File: src/rtl/uart_cmd_responder.sv
// uart_cmd_responder
//   Byte-level command/response engine between the UART byte ports and the
//   vending control core. Parses 4-byte command frames (A5 CMD ARG CHK),
//   hands checksum-valid commands to the core, and returns a 4-byte response
//   frame (5A STATUS DATA CHK): the core's reply, a checksum NAK (FE), or a
//   response timeout (FD).
//
// Ports
//   clk, rst                      clock, synchronous active-high reset
//   rx_data, rx_valid             received byte + one-cycle strobe
//   tx_data, tx_valid, tx_ready   byte offer to the UART transmitter
//   cmd_valid, cmd_code, cmd_arg  validated command to the core
//   rsp_valid, rsp_status, rsp_data  core reply
//   busy                          command accepted, response not yet fully sent
//   err_count                     saturating checksum-error + byte-timeout count
//
// State table
//   IDLE     | hunting for 0xA5 start byte, other bytes discarded
//   GOT_SOF  | start seen, expecting CMD
//   GOT_CMD  | CMD captured, expecting ARG
//   GOT_ARG  | ARG captured, expecting CHK
//   WAIT_RSP | command issued, waiting for core reply or response timeout
//   SEND     | emitting the 4-byte response frame
module uart_cmd_responder #(
  parameter int unsigned BYTE_TIMEOUT = 100_000,
  parameter int unsigned RSP_TIMEOUT  = 1_000_000
) (
  input  logic       clk,
  input  logic       rst,
  input  logic [7:0] rx_data,
  input  logic       rx_valid,
  output logic [7:0] tx_data,
  output logic       tx_valid,
  input  logic       tx_ready,
  output logic       cmd_valid,
  output logic [7:0] cmd_code,
  output logic [7:0] cmd_arg,
  input  logic       rsp_valid,
  input  logic [7:0] rsp_status,
  input  logic [7:0] rsp_data,
  output logic       busy,
  output logic [7:0] err_count
);

  localparam int unsigned BW = $clog2(BYTE_TIMEOUT + 1);
  localparam int unsigned RW = $clog2(RSP_TIMEOUT + 1);

  localparam logic [7:0] SOF_CMD  = 8'hA5;
  localparam logic [7:0] SOF_RSP  = 8'h5A;
  localparam logic [7:0] ST_NAK   = 8'hFE;
  localparam logic [7:0] ST_TMO   = 8'hFD;

  typedef enum logic [2:0] {
    S_IDLE,
    S_GOT_SOF,
    S_GOT_CMD,
    S_GOT_ARG,
    S_WAIT_RSP,
    S_SEND
  } state_t;

  state_t        state_q, state_d;
  logic [BW-1:0] byte_tmr_q, byte_tmr_d;
  logic [RW-1:0] rsp_tmr_q, rsp_tmr_d;
  logic [7:0]    cmd_byte_q, cmd_byte_d;
  logic [7:0]    arg_byte_q, arg_byte_d;
  logic [7:0]    cmd_code_q, cmd_code_d;
  logic [7:0]    cmd_arg_q, cmd_arg_d;
  logic          cmd_valid_q, cmd_valid_d;
  logic [7:0]    frm_status_q, frm_status_d;
  logic [7:0]    frm_data_q, frm_data_d;
  logic [1:0]    byte_idx_q, byte_idx_d;
  logic          tx_armed_q, tx_armed_d;
  logic          tx_valid_q, tx_valid_d;
  logic [7:0]    tx_data_q, tx_data_d;
  logic [7:0]    err_count_q, err_count_d;

  logic       in_parse;
  logic       byte_to;
  logic       chk_ok;
  logic       rsp_take;
  logic       rsp_to;
  logic       tx_xfer;
  logic       tx_last;
  logic       err_inc;
  logic [7:0] frm_byte;

  assign in_parse = (state_q == S_GOT_SOF) || (state_q == S_GOT_CMD) ||
                    (state_q == S_GOT_ARG);
  // A byte arriving on the cycle the timer reads zero still counts as in time.
  assign byte_to  = in_parse && !rx_valid && (byte_tmr_q == '0);
  assign chk_ok   = ((SOF_CMD ^ cmd_byte_q ^ arg_byte_q) == rx_data);
  // The core may not reply in the cmd_valid cycle itself.
  assign rsp_take = (state_q == S_WAIT_RSP) && !cmd_valid_q && rsp_valid;
  assign rsp_to   = (state_q == S_WAIT_RSP) && !rsp_take && (rsp_tmr_q == '0);
  assign tx_xfer  = (state_q == S_SEND) && tx_valid_q && tx_ready;
  assign tx_last  = tx_xfer && (byte_idx_q == 2'd3);
  assign err_inc  = ((state_q == S_GOT_ARG) && rx_valid && !chk_ok) || byte_to;

  always_comb begin
    case (byte_idx_q)
      2'd0:    frm_byte = SOF_RSP;
      2'd1:    frm_byte = frm_status_q;
      2'd2:    frm_byte = frm_data_q;
      default: frm_byte = SOF_RSP ^ frm_status_q ^ frm_data_q;
    endcase
  end

  // State register
  always_ff @(posedge clk) begin
    if (rst) begin
      state_q      <= S_IDLE;
      byte_tmr_q   <= '0;
      rsp_tmr_q    <= '0;
      cmd_byte_q   <= 8'h00;
      arg_byte_q   <= 8'h00;
      cmd_code_q   <= 8'h00;
      cmd_arg_q    <= 8'h00;
      cmd_valid_q  <= 1'b0;
      frm_status_q <= 8'h00;
      frm_data_q   <= 8'h00;
      byte_idx_q   <= 2'd0;
      tx_armed_q   <= 1'b0;
      tx_valid_q   <= 1'b0;
      tx_data_q    <= 8'h00;
      err_count_q  <= 8'h00;
    end else begin
      state_q      <= state_d;
      byte_tmr_q   <= byte_tmr_d;
      rsp_tmr_q    <= rsp_tmr_d;
      cmd_byte_q   <= cmd_byte_d;
      arg_byte_q   <= arg_byte_d;
      cmd_code_q   <= cmd_code_d;
      cmd_arg_q    <= cmd_arg_d;
      cmd_valid_q  <= cmd_valid_d;
      frm_status_q <= frm_status_d;
      frm_data_q   <= frm_data_d;
      byte_idx_q   <= byte_idx_d;
      tx_armed_q   <= tx_armed_d;
      tx_valid_q   <= tx_valid_d;
      tx_data_q    <= tx_data_d;
      err_count_q  <= err_count_d;
    end
  end

  // Next-state logic
  always_comb begin
    state_d = state_q;
    case (state_q)
      S_IDLE:     if (rx_valid && (rx_data == SOF_CMD)) state_d = S_GOT_SOF;
      S_GOT_SOF:  if (rx_valid) state_d = S_GOT_CMD;
                  else if (byte_to) state_d = S_IDLE;
      S_GOT_CMD:  if (rx_valid) state_d = S_GOT_ARG;
                  else if (byte_to) state_d = S_IDLE;
      S_GOT_ARG:  if (rx_valid) state_d = chk_ok ? S_WAIT_RSP : S_SEND;
                  else if (byte_to) state_d = S_IDLE;
      S_WAIT_RSP: if (rsp_take || rsp_to) state_d = S_SEND;
      S_SEND:     if (tx_last) state_d = S_IDLE;
      default:    state_d = S_IDLE;
    endcase
  end

  // Datapath / output logic
  always_comb begin
    byte_tmr_d   = byte_tmr_q;
    rsp_tmr_d    = rsp_tmr_q;
    cmd_byte_d   = cmd_byte_q;
    arg_byte_d   = arg_byte_q;
    cmd_code_d   = cmd_code_q;
    cmd_arg_d    = cmd_arg_q;
    cmd_valid_d  = 1'b0;
    frm_status_d = frm_status_q;
    frm_data_d   = frm_data_q;
    byte_idx_d   = byte_idx_q;
    tx_armed_d   = tx_armed_q;
    tx_valid_d   = 1'b0;
    tx_data_d    = tx_data_q;
    err_count_d  = err_count_q;

    if (err_inc && (err_count_q != 8'hFF)) err_count_d = err_count_q + 8'd1;

    if (((state_q == S_IDLE) && rx_valid && (rx_data == SOF_CMD)) ||
        (in_parse && rx_valid)) begin
      byte_tmr_d = BW'(BYTE_TIMEOUT - 1);
    end else if (in_parse && (byte_tmr_q != '0)) begin
      byte_tmr_d = byte_tmr_q - 1'b1;
    end

    case (state_q)
      S_GOT_SOF: if (rx_valid) cmd_byte_d = rx_data;
      S_GOT_CMD: if (rx_valid) arg_byte_d = rx_data;
      S_GOT_ARG: begin
        if (rx_valid) begin
          if (chk_ok) begin
            cmd_valid_d = 1'b1;
            cmd_code_d  = cmd_byte_q;
            cmd_arg_d   = arg_byte_q;
            rsp_tmr_d   = RW'(RSP_TIMEOUT);
          end else begin
            frm_status_d = ST_NAK;
            frm_data_d   = cmd_byte_q;
            byte_idx_d   = 2'd0;
            tx_armed_d   = 1'b1;
          end
        end
      end
      S_WAIT_RSP: begin
        if (rsp_take) begin
          frm_status_d = rsp_status;
          frm_data_d   = rsp_data;
          byte_idx_d   = 2'd0;
          tx_armed_d   = 1'b1;
        end else if (rsp_to) begin
          frm_status_d = ST_TMO;
          frm_data_d   = cmd_byte_q;
          byte_idx_d   = 2'd0;
          tx_armed_d   = 1'b1;
        end else begin
          rsp_tmr_d = rsp_tmr_q - 1'b1;
        end
      end
      S_SEND: begin
        // One-cycle offer; after a transfer, wait for tx_ready to go low
        // and high again before offering the next byte.
        if (tx_valid_q) begin
          if (tx_ready) begin
            byte_idx_d = byte_idx_q + 2'd1;
            tx_armed_d = 1'b0;
          end
        end else if (!tx_armed_q) begin
          if (!tx_ready) tx_armed_d = 1'b1;
        end else if (tx_ready) begin
          tx_valid_d = 1'b1;
          tx_data_d  = frm_byte;
        end
      end
      default: ;
    endcase
  end

  assign tx_data   = tx_data_q;
  assign tx_valid  = tx_valid_q;
  assign cmd_valid = cmd_valid_q;
  assign cmd_code  = cmd_code_q;
  assign cmd_arg   = cmd_arg_q;
  assign busy      = (state_q == S_WAIT_RSP) || (state_q == S_SEND);
  assign err_count = err_count_q;

endmodule

File: config.mk
export PLATFORM = sky130hd
export DESIGN_NAME = uart_cmd_responder
export DESIGN_NICKNAME = d
export VERILOG_FILES = /design/src/rtl/uart_cmd_responder.sv
export SDC_FILE = /design/constraint.sdc
export NUM_CORES = 1
export LEC_CHECK = 0
export CAP_MARGIN = 30
export CORE_UTILIZATION = 53
export CTS_BUF_LIST = sky130_fd_sc_hd__clkbuf_8
export DETAILED_ROUTE_END_ITERATION = 8
export PLACE_DENSITY = 0.84
export REMOVE_ABC_BUFFERS = 1
export SYNTH_ARGS = -nofsm -noshare
export SYNTH_HDL_FRONTEND = slang
export SYNTH_SLANG_ARGS = --single-unit
File: constraint.sdc
create_clock -name clk -period 2.3 [get_ports clk]
set_input_delay 0.345 -clock clk [delete_from_list [all_inputs] [get_ports clk]]
set_output_delay 0.345 -clock clk [all_outputs]
set_load 0.01 [all_outputs]
# == After elaboration in Yosys (flattened, before gate mapping) ==
# Index checks and enable logic that the tools add are counted.
# op_classes
addsub,4
eq_ne,23
muxes,45
n_bitwise,9
reduce_logical,47
# op_table
operator,n
two-way mux 20 bit,4
two-way mux 8 bit,8
case mux 20 bit (2 select lines),1
two-way mux 17 bit,2
case mux 8 bit (2 select lines),2
case mux 8 bit (3 select lines),1
two-way mux 3 bit,7
logical NOT 20 bit,1
subtractor 20 x 1 -> 20 bit (second input constant),1
!= test 2 bit (second input constant),9
case mux 3 bit (6 select lines),1
logical AND 1 bit,17
logical NOT 17 bit,1
nonzero test 17 bit,1
subtractor 17 x 1 -> 17 bit (second input constant),1
bitwise XOR 8 bit,2
two-way mux 2 bit,6
two-way mux 1 bit,11
AND reduction 5 bit,2
adder 8 x 1 -> 8 bit (second input constant),1
equality test 8 bit,1
equality test 8 bit (second input constant),1
!= test 8 bit (second input constant),1
inverter 4 bit,2
24 further kinds,44
# word_totals
reg_bits,109
input_bits,29
output_inout_bits,35
elab_cells,144

# == Depth between registers and ports, before layout ==
# Gate-level depths: netlist of the first run.
# depth
depth_word,9
depth_mapped,8
ltp_nobuf,7

# == Worst setup path before layout of the first run ==
# No wires, ideal clock.
# synth_path
path_kind,register to register
startpoint,register rsp_tmr_q[10]
endpoint,register rsp_tmr_q[18]
setup_ns,0.143
arrival_ns,2.275
required_time_ns,2.157
path_slack_ns,-0.118
stages_incl_launch_ff,7
path_buffers,1
period_less_slack_ns,2.418
path_cell_list,dfxtp_1 or4_4 or4_1 buf_2 or4_4 a211oi_2 a2111oi_2
# synth_between
elab_chain_len,4
elab_cells_between_ends,8
cone_classes,add/sub: 1; eq/ne: 1; mux: 3; reduce/logical: 3
# synth_lines
element,line,source
from (decl),64,"logic [RW-1:0] rsp_tmr_q, rsp_tmr_d;"
from (signal assigned),130,rsp_tmr_q <= rsp_tmr_d;
subtractor 20 x 1 -> 20 bit / logical NOT 20 bit (equally long branches),"219, 95",
two-way mux 20 bit / logical AND 1 bit (equally long branches),"213, 95",
two-way mux 20 bit / != test 2 bit (equally long branches),-,
case mux 20 bit (2 select lines) / AND reduction 5 bit (equally long branches),-,
# Several ways; a longest one is shown, not always the timed one. The select of a mux whose other input is x is not followed.
# A chain may end at the register's enable or synchronous reset.

# == Worst setup path in the final report of the first run ==
# layout_path
startpoint,register rsp_tmr_q[10]
endpoint,register rsp_tmr_q[19]
# The elaborated chain is that of the path after synthesis.

==> results of run 1 <==
## synth_stat cells, types with 5 or more instances
cell       number  area [µm²]
mux2_2         10         113
nand3_1        17        85.1
o31ai_1         8        60.1
ha_1           10         125
a21oi_1        49         245
nor2b_1        16         100
o21ai_0        25         125
or4_1           9        67.6
or3_1          11        68.8
inv_1          22        82.6
dfxtp_1       109        2180
nand4b_1        5        43.8
mux2i_1        22         220
nor4_1         13        81.3
a31oi_1         8        50.1
a211oi_1       18         135
a211oi_2        8         100
nand2_1        75         282
xnor3_1         6         135
nor2_1         66         248
a22oi_1         5        37.5
nand2b_1        9        56.3
o2111ai_1       8        70.1
a2111oi_0       6        52.6
clkbuf_1       35         131
and4_1          5        43.8
nor3_1         15        75.1
nand4_1         5        31.3
## worst max-delay path, stage by stage, from the launching register on
cell and delay (ns):
dfxtp_1 0.32, or4_4 0.54, or4_4 0.55, o2111a_2 0.33, o2111a_1 0.26, a2111oi_2 0.20
## layout make-up
type | instances | area [µm²] | area share (%)
multi-input cells | 497 | 3440 | 46.1
flip-flops and latches | 109 | 2180 | 29.2
repair buffers | 155 | 1370 | 18.3
well taps | 136 | 170 | 2.28
clock buffers | 9 | 124 | 1.66
clock inverters | 7 | 97.6 | 1.31
inverters | 22 | 82.6 | 1.11
## routing by layer
| layer | vias to the layer above | wire length (µm) | share of wire [%] | GRT usage, % |
|---|---|---|---|---|
| met5 | - | 0 | 0 | 0 |
| met4 | 0 | 476 | 2.9 | 11.0 |
| met3 | 45 | 798 | 4.9 | 4.72 |
| met2 | 204 | 8190 | 50 | 51.8 |
| met1 | 2754 | 6810 | 42 | 35.0 |
| li1 | 2708 | - | - | - |
## how the worst max path moves through the flow
stage | from | to | slack [ns]
4_1_cts | rsp_tmr_q[6] | rsp_tmr_q[19] | 0.009
3_3_place_gp | rx_data[1] | frm_status_q[5] | -0.16
5_1_grt | byte_tmr_q[12] | byte_tmr_q[15] | -0.07
2_1_floorplan | cmd_byte_q[0] | rsp_tmr_q[11] | -0.35
3_5_place_dp | rx_data[1] | frm_status_q[5] | -0.26
6_report | rsp_tmr_q[10] | rsp_tmr_q[19] | 0.01
## registers in the layout, summed over array words and instances, names as in the netlist
name / flops
arg_byte_q: 8
byte_idx_q: 2
byte_tmr_q: 17
cmd_arg: 8
cmd_byte_q: 8
cmd_code: 8
cmd_valid: 1
err_count: 8
frm_data_q: 8
frm_status_q: 8
rsp_tmr_q: 20
state_q: 3
tx_armed_q: 1
tx_data: 8
tx_valid: 1
## cells by family after synthesis
family	after synthesis	synth area share [%]
AO/OA/AOI/OAI	175	21.9
multiplexers	35	6.56
AND/OR/NAND/NOR	264	23.4
flip-flops	109	37.9
XOR/XNOR	13	3.93
adder cells (fa/ha/maj)	10	2.17
buffers and inverters	61	4.15
## through the flow
| stage | util [%] | cells | cell area (µm²) | hold WS (ns) | total power [mW] |
|---|---|---|---|---|---|
| 2_1_floorplan | - | 628 | 5600 | 0.410 | 1.98 |
| 3_3_place_gp | 68.0 | 915 | 7080 | 0.443 | 2.11 |
| 3_5_place_dp | 68.0 | 915 | 7080 | 0.449 | 2.11 |
| 4_1_cts | 70.7 | 933 | 7360 | 0.445 | 3.41 |
| 5_1_grt | 71.6 | 935 | 7460 | 0.487 | 3.52 |
| 6_report | 71.6 | 935 | 7460 | 0.463 | 3.41 |
## power groups by stage
stage	Sequential, mW	Combinational [mW]	Clock [mW]
after floorplan	1.93	0.0439	0
after global placement	1.93	0.176	0
after detailed placement	1.93	0.180	0
after CTS	1.89	0.183	1.34
after global routing	1.89	0.205	1.43
final	1.89	0.193	1.33
## repair_timing
action / CTS / global route
buffers inserted: 2 / 2
endpoints found under the setup margin: 23 / 42
resized for setup: 8 / 19
pin swaps: 3 / 7
==> results.py, run 1 <==
metrics = {
    "run_status": {
        "status": "complete, no violations",
    },
    "synth": {
        "synth.distinct_cells": 66,
        "ys_seq_elements": 109,
        "synthArstFlopShare_pct": 0,
        "synth_edf_count": 0,
        "netlist_instances": 667,
        "synth.avg_cell_area_um2": 8.63,
        "synth_flop_cell": "dfxtp_1",
        "yosys_warnings": 0,
        "yosysSeqAreaShare_pct": 37.9,
        "netlist_area_um2": 5760,
    },
    "layout": {
        "num_antenna_cells": 0,
        "fillers": 725,
        "final_common_cell": "dfxtp_1",
        "syn2layout_area_growth_pct": 29.6,
        "final_layout_size_suffix_gt1_share_pct": 20.3,
        "num-nets-final": 833,
        "layout_common_cells": "dfxtp_1, buf_4, nand2_1",
    },
    "clocking": {
        "cts_max_path_buffers": 2,
        "tritoncts": "done",
        "cts-buffers-inserted": 9,
        "ctsHoldBuffers": 0,
        "clkTransAtPathRegs_ns": 0.11,
        "cts_root_buf": "clkbuf_8",
        "h-tree-depth": 3,
        "clkLatencyLatePin_ns": 0.39,
        "cts_sinks": 109,
    },
    "hold_path": {
        "worstHoldEndpoint": "cmd_arg[7]",
        "min_path_type": "reg -> reg",
        "hold_path_depth": 2,
        "min_from": "cmd_arg[7]",
    },
    "die": {
        "die_x_um": 106,
        "row_count": 37,
        "die_y_um": 106,
        "initial_core_util_pct": 55.3,
        "dieArea_um2": 11300,
        "core_area_um2": 10400,
        "io_pins": 64,
    },
    "placed_design": {
        "pre_cts_slack_ns": -0.261,
        "port_buffers": 63,
        "hpwl_um": 11800,
        "gp_congestion": 0.874,
    },
    "pwr": {
        "pwr-share-clk_pct": 39.0,
        "p_switching_mw": 0.807,
        "pwr-share-comb_pct": 5.7,
        "p_int_mw": 2.61,
        "p_per_area_nw_per_um2": 457,
        "p_sw_share_pct": 23.7,
        "seq_power_share_pct": 55.4,
        "vdd_drop_max_uv": 306,
        "p_leak_nw": 2.74,
    },
    "routing": {
        "vias_per_cell": 6.11,
        "num_vias": 5711,
        "dr.pass1.iters": 5,
        "remaining_drc_errors": 0,
        "ant_nets": 0,
        "drt_iter0_drc": 430,
        "wirelength_um": 16300,
        "wl_per_cell_um": 17.4,
    },
    "worst_setup_path": {
        "cp_max_fo": 5,
        "crit_arrival_ns": 2.57,
        "crit_path_end_kind": "register",
        "timing.rr.end": "rsp_tmr_q[19]",
        "start_kind": "register",
        "crit_required_ns": 2.59,
        "critPathKind": "reg -> reg",
        "rrSetupSlack_ns": 0.01,
        "r2r_cells": 5,
        "worstReg2RegStart": "rsp_tmr_q[10]",
    },
    "timing": {
        "fmax_ghz": 0.437,
        "tightest_slew_ns": 0.589,
        "tns_ns": 0,
        "period_share_pct": 99.5,
        "rsz0062_at_grt": "true",
        "setup_slack_ns": 0.0120,
        "hold_viol_final": 0,
        "relSlewSlack_pct": 60.7,
        "fin_crit_ns": 2.29,
        "skew_ns": 0.0162,
        "finalMaxSlewViolations": 0,
        "setup_violations": 0,
    },
    "global_routing": {
        "grt_max_degree": 29,
        "grt_first_pass_wirelength_um": 26300,
        "grt_use_total_pct": 29.1,
        "grt_pass1_vias": 5558,
        "antenna_found_initial": 0,
        "grt_overflow": 0,
    },
    "flow_run": {
        "max_cap_violations": 0,
    },
}
No activity file was read; power rests on OpenSTA's default activity.
==> inputs of run 2 (changes only) <==
CAP_MARGIN = 15   (was 30)
==> results of run 2 <==
Same layout as run 1: the final DEF is identical, and so are final timing and power.
==> inputs of run 3 (changes only) <==
CAP_MARGIN = 30   (was 15)
CORE_MARGIN = 4   (was default)
==> run 3 against run 2 <==
  * The flow now finishes with violations (setup timing)
  * Die area is 12% higher
  * Maximum frequency decreased by 3.4%
  * First-iteration DRC count rose by 50%
  * Flip-flop and latch count unchanged
  * Worst setup slack worse by 0.081 ns
  * Total power fell by 3.4%
  * Cell count shrank 0.64%
  * Routed wire length increased by 8.5%
  * Sequential power about the same
  * Via count rose by 3.2%
  * Clock power is 8% lower
  * Worst hold slack lost 0.0049 ns
  * Largest power group unchanged
==> results.py, run 3 (same netlist as run 1, synthesis figures left out) <==
metrics = {
    "clocking": {
        "ctsHoldBuffers": 0,
        "cts_max_path_buffers": 2,
        "cts_root_buf": "clkbuf_8",
        "clkTransAtPathRegs_ns": 0.10,
        "clkLatencyLatePin_ns": 0.39,
        "h-tree-depth": 3,
        "cts-buffers-inserted": 9,
        "cts_sinks": 109,
        "tritoncts": "done",
    },
    "timing": {
        "tns_ns": -0.492,
        "fmax_ghz": 0.422,
        "hold_viol_final": 0,
        "tightest_slew_ns": 0.784,
        "finalMaxSlewViolations": 0,
        "setup_slack_ns": -0.0690,
        "fin_crit_ns": 2.37,
        "relSlewSlack_pct": 47.7,
        "period_share_pct": 103,
        "fin_hold_ws_ns": 0.458,
        "skew_ns": 0.0141,
        "rsz0062_at_grt": "true",
        "setup_violations": 14,
    },
    "die": {
        "io_pins": 64,
        "die_x_um": 112,
        "die_y_um": 112,
        "initial_core_util_pct": 55.0,
        "core_area_um2": 10500,
        "row_count": 37,
        "dieArea_um2": 12600,
    },
    "pwr": {
        "power_mw": 3.30,
        "p_leak_nw": 2.71,
        "p_per_area_nw_per_um2": 442,
        "vdd_drop_max_uv": 334,
    },
    "global_routing": {
        "grt_first_pass_wirelength_um": 28300,
        "grt_use_total_pct": 27.1,
        "antenna_found_initial": 0,
        "grt_overflow": 0,
        "grt_pass1_vias": 5828,
        "grt_max_degree": 30,
    },
    "worst_setup_path": {
        "crit_start": "rsp_tmr_q[11]",
        "cp_max_fo": 5,
        "crit_arrival_ns": 2.66,
        "crit_required_ns": 2.59,
        "timing.rr.end": "frm_data_q[2]",
        "r2r_cells": 6,
        "crit_path_end_kind": "register",
        "worstReg2RegStart": "rsp_tmr_q[11]",
        "start_kind": "register",
        "rrSetupSlack_ns": -0.07,
        "critPathKind": "reg -> reg",
        "endpoint": "frm_data_q[2]",
    },
    "placed_design": {
        "gp_congestion": 0.899,
        "hpwl_um": 11900,
        "pre_cts_slack_ns": -0.244,
        "port_buffers": 63,
        "placed_area_um2": 7000,
        "dp.cells": 907,
    },
    "layout": {
        "final_layout_size_suffix_gt1_share_pct": 21.4,
        "num_antenna_cells": 0,
        "finalNonFillerCells": 929,
        "layout_common_cells": "dfxtp_1, buf_4, nand2_1",
        "regMostFlops": "rsp_tmr_q",
        "fin_util_pct": 71.3,
        "top_regs": "rsp_tmr_q x20, byte_tmr_q x17",
        "num-nets-final": 827,
        "largest_reg_flops": 20,
        "final_area_um2": 7460,
        "syn2layout_area_growth_pct": 29.6,
        "final_common_cell": "dfxtp_1",
    },
    "routing": {
        "remaining_drc_errors": 0,
        "dr.pass1.iters": 6,
        "wl_met1_um": 7030,
        "vias_per_cell": 6.34,
        "route.met3.wl_um": 1190,
        "drt_iter0_drc": 645,
        "wl_per_cell_um": 19.0,
        "num_vias": 5892,
        "highest_layer": "met4",
        "ant_nets": 0,
        "wl_met2_um": 8570,
        "wirelength_um": 17700,
    },
    "flow_run": {
        "max_cap_violations": 0,
    },
    "run_status": {
        "violations": "setup timing",
        "status": "complete, but fails checks",
    },
    "hold_path": {
        "hold_path_depth": 2,
        "min_path_type": "in -> reg",
    },
}
==> run 3: cell count changes in the layout (fill, tap and decap cells not counted), sizes merged <==
cell      before  now
buf           93   86
inv           26   24
bufinv         2    1
clkbuf         9   10
clkinv         0    1
clkinvlp       1    2
o21ai         29   30
==> run 3: report_power, final <==
part	internal, mW	leakage [nW]	switching, mW	total [mW]
clock network	0.532	0.100	0.687	1.22
logic	0.0895	1.73	0.100	0.190
registers	1.89	0.880	0.00155	1.89
total	2.51	2.71	0.789	3.30
==> run 3: worst max-delay path, stage by stage, from the launching register on <==
cell and delay (ns):
dfxtp_2 0.33, or4_4 0.55, or4_4 0.55, o21ai_4 0.28
o21ai_4 0.15, buf_6 0.15, mux2_2 0.26
==> run 3: worst min-delay path by stage <==
stage | to | slack (ns) | start
2_1_floorplan | frm_status_q[2] | 0.41 | rst
3_3_place_gp | cmd_code[3] | 0.44 | cmd_code[3]
3_5_place_dp | cmd_code[3] | 0.45 | cmd_code[3]
4_1_cts | byte_tmr_q[1] | 0.43 | rst
5_1_grt | byte_tmr_q[1] | 0.47 | rst
6_report | byte_tmr_q[1] | 0.46 | rst
==> run 3: layer usage <==
metal	GRT usage (%)	up-vias
met5	0	-
met4	15.1	0
met3	3.72	88
met2	46.7	321
met1	32.3	2767
li1	-	2716
==> run 3: area by class of cell <==
| class | count | area (µm²) |
|---|---|---|
| Sequential cell | 109 | 2190 |
| Multi-Input combinational cell | 498 | 3530 |
| Timing Repair Buffer | 148 | 1300 |
| Inverter | 22 | 82.6 |
| Tap cell | 136 | 170 |
| Fill cell | 720 | 3000 |
| Clock buffer | 10 | 138 |
| Clock inverter | 6 | 62.6 |
==> run 3: repair_timing <==
| item | CTS | global route |
|---|---|---|
| endpoints found under the setup margin | 34 | 50 |
| buffers inserted | 3 | 4 |
| gates cloned | 1 | 0 |
| pin swaps | 7 | 31 |
| resized for setup | 18 | 40 |
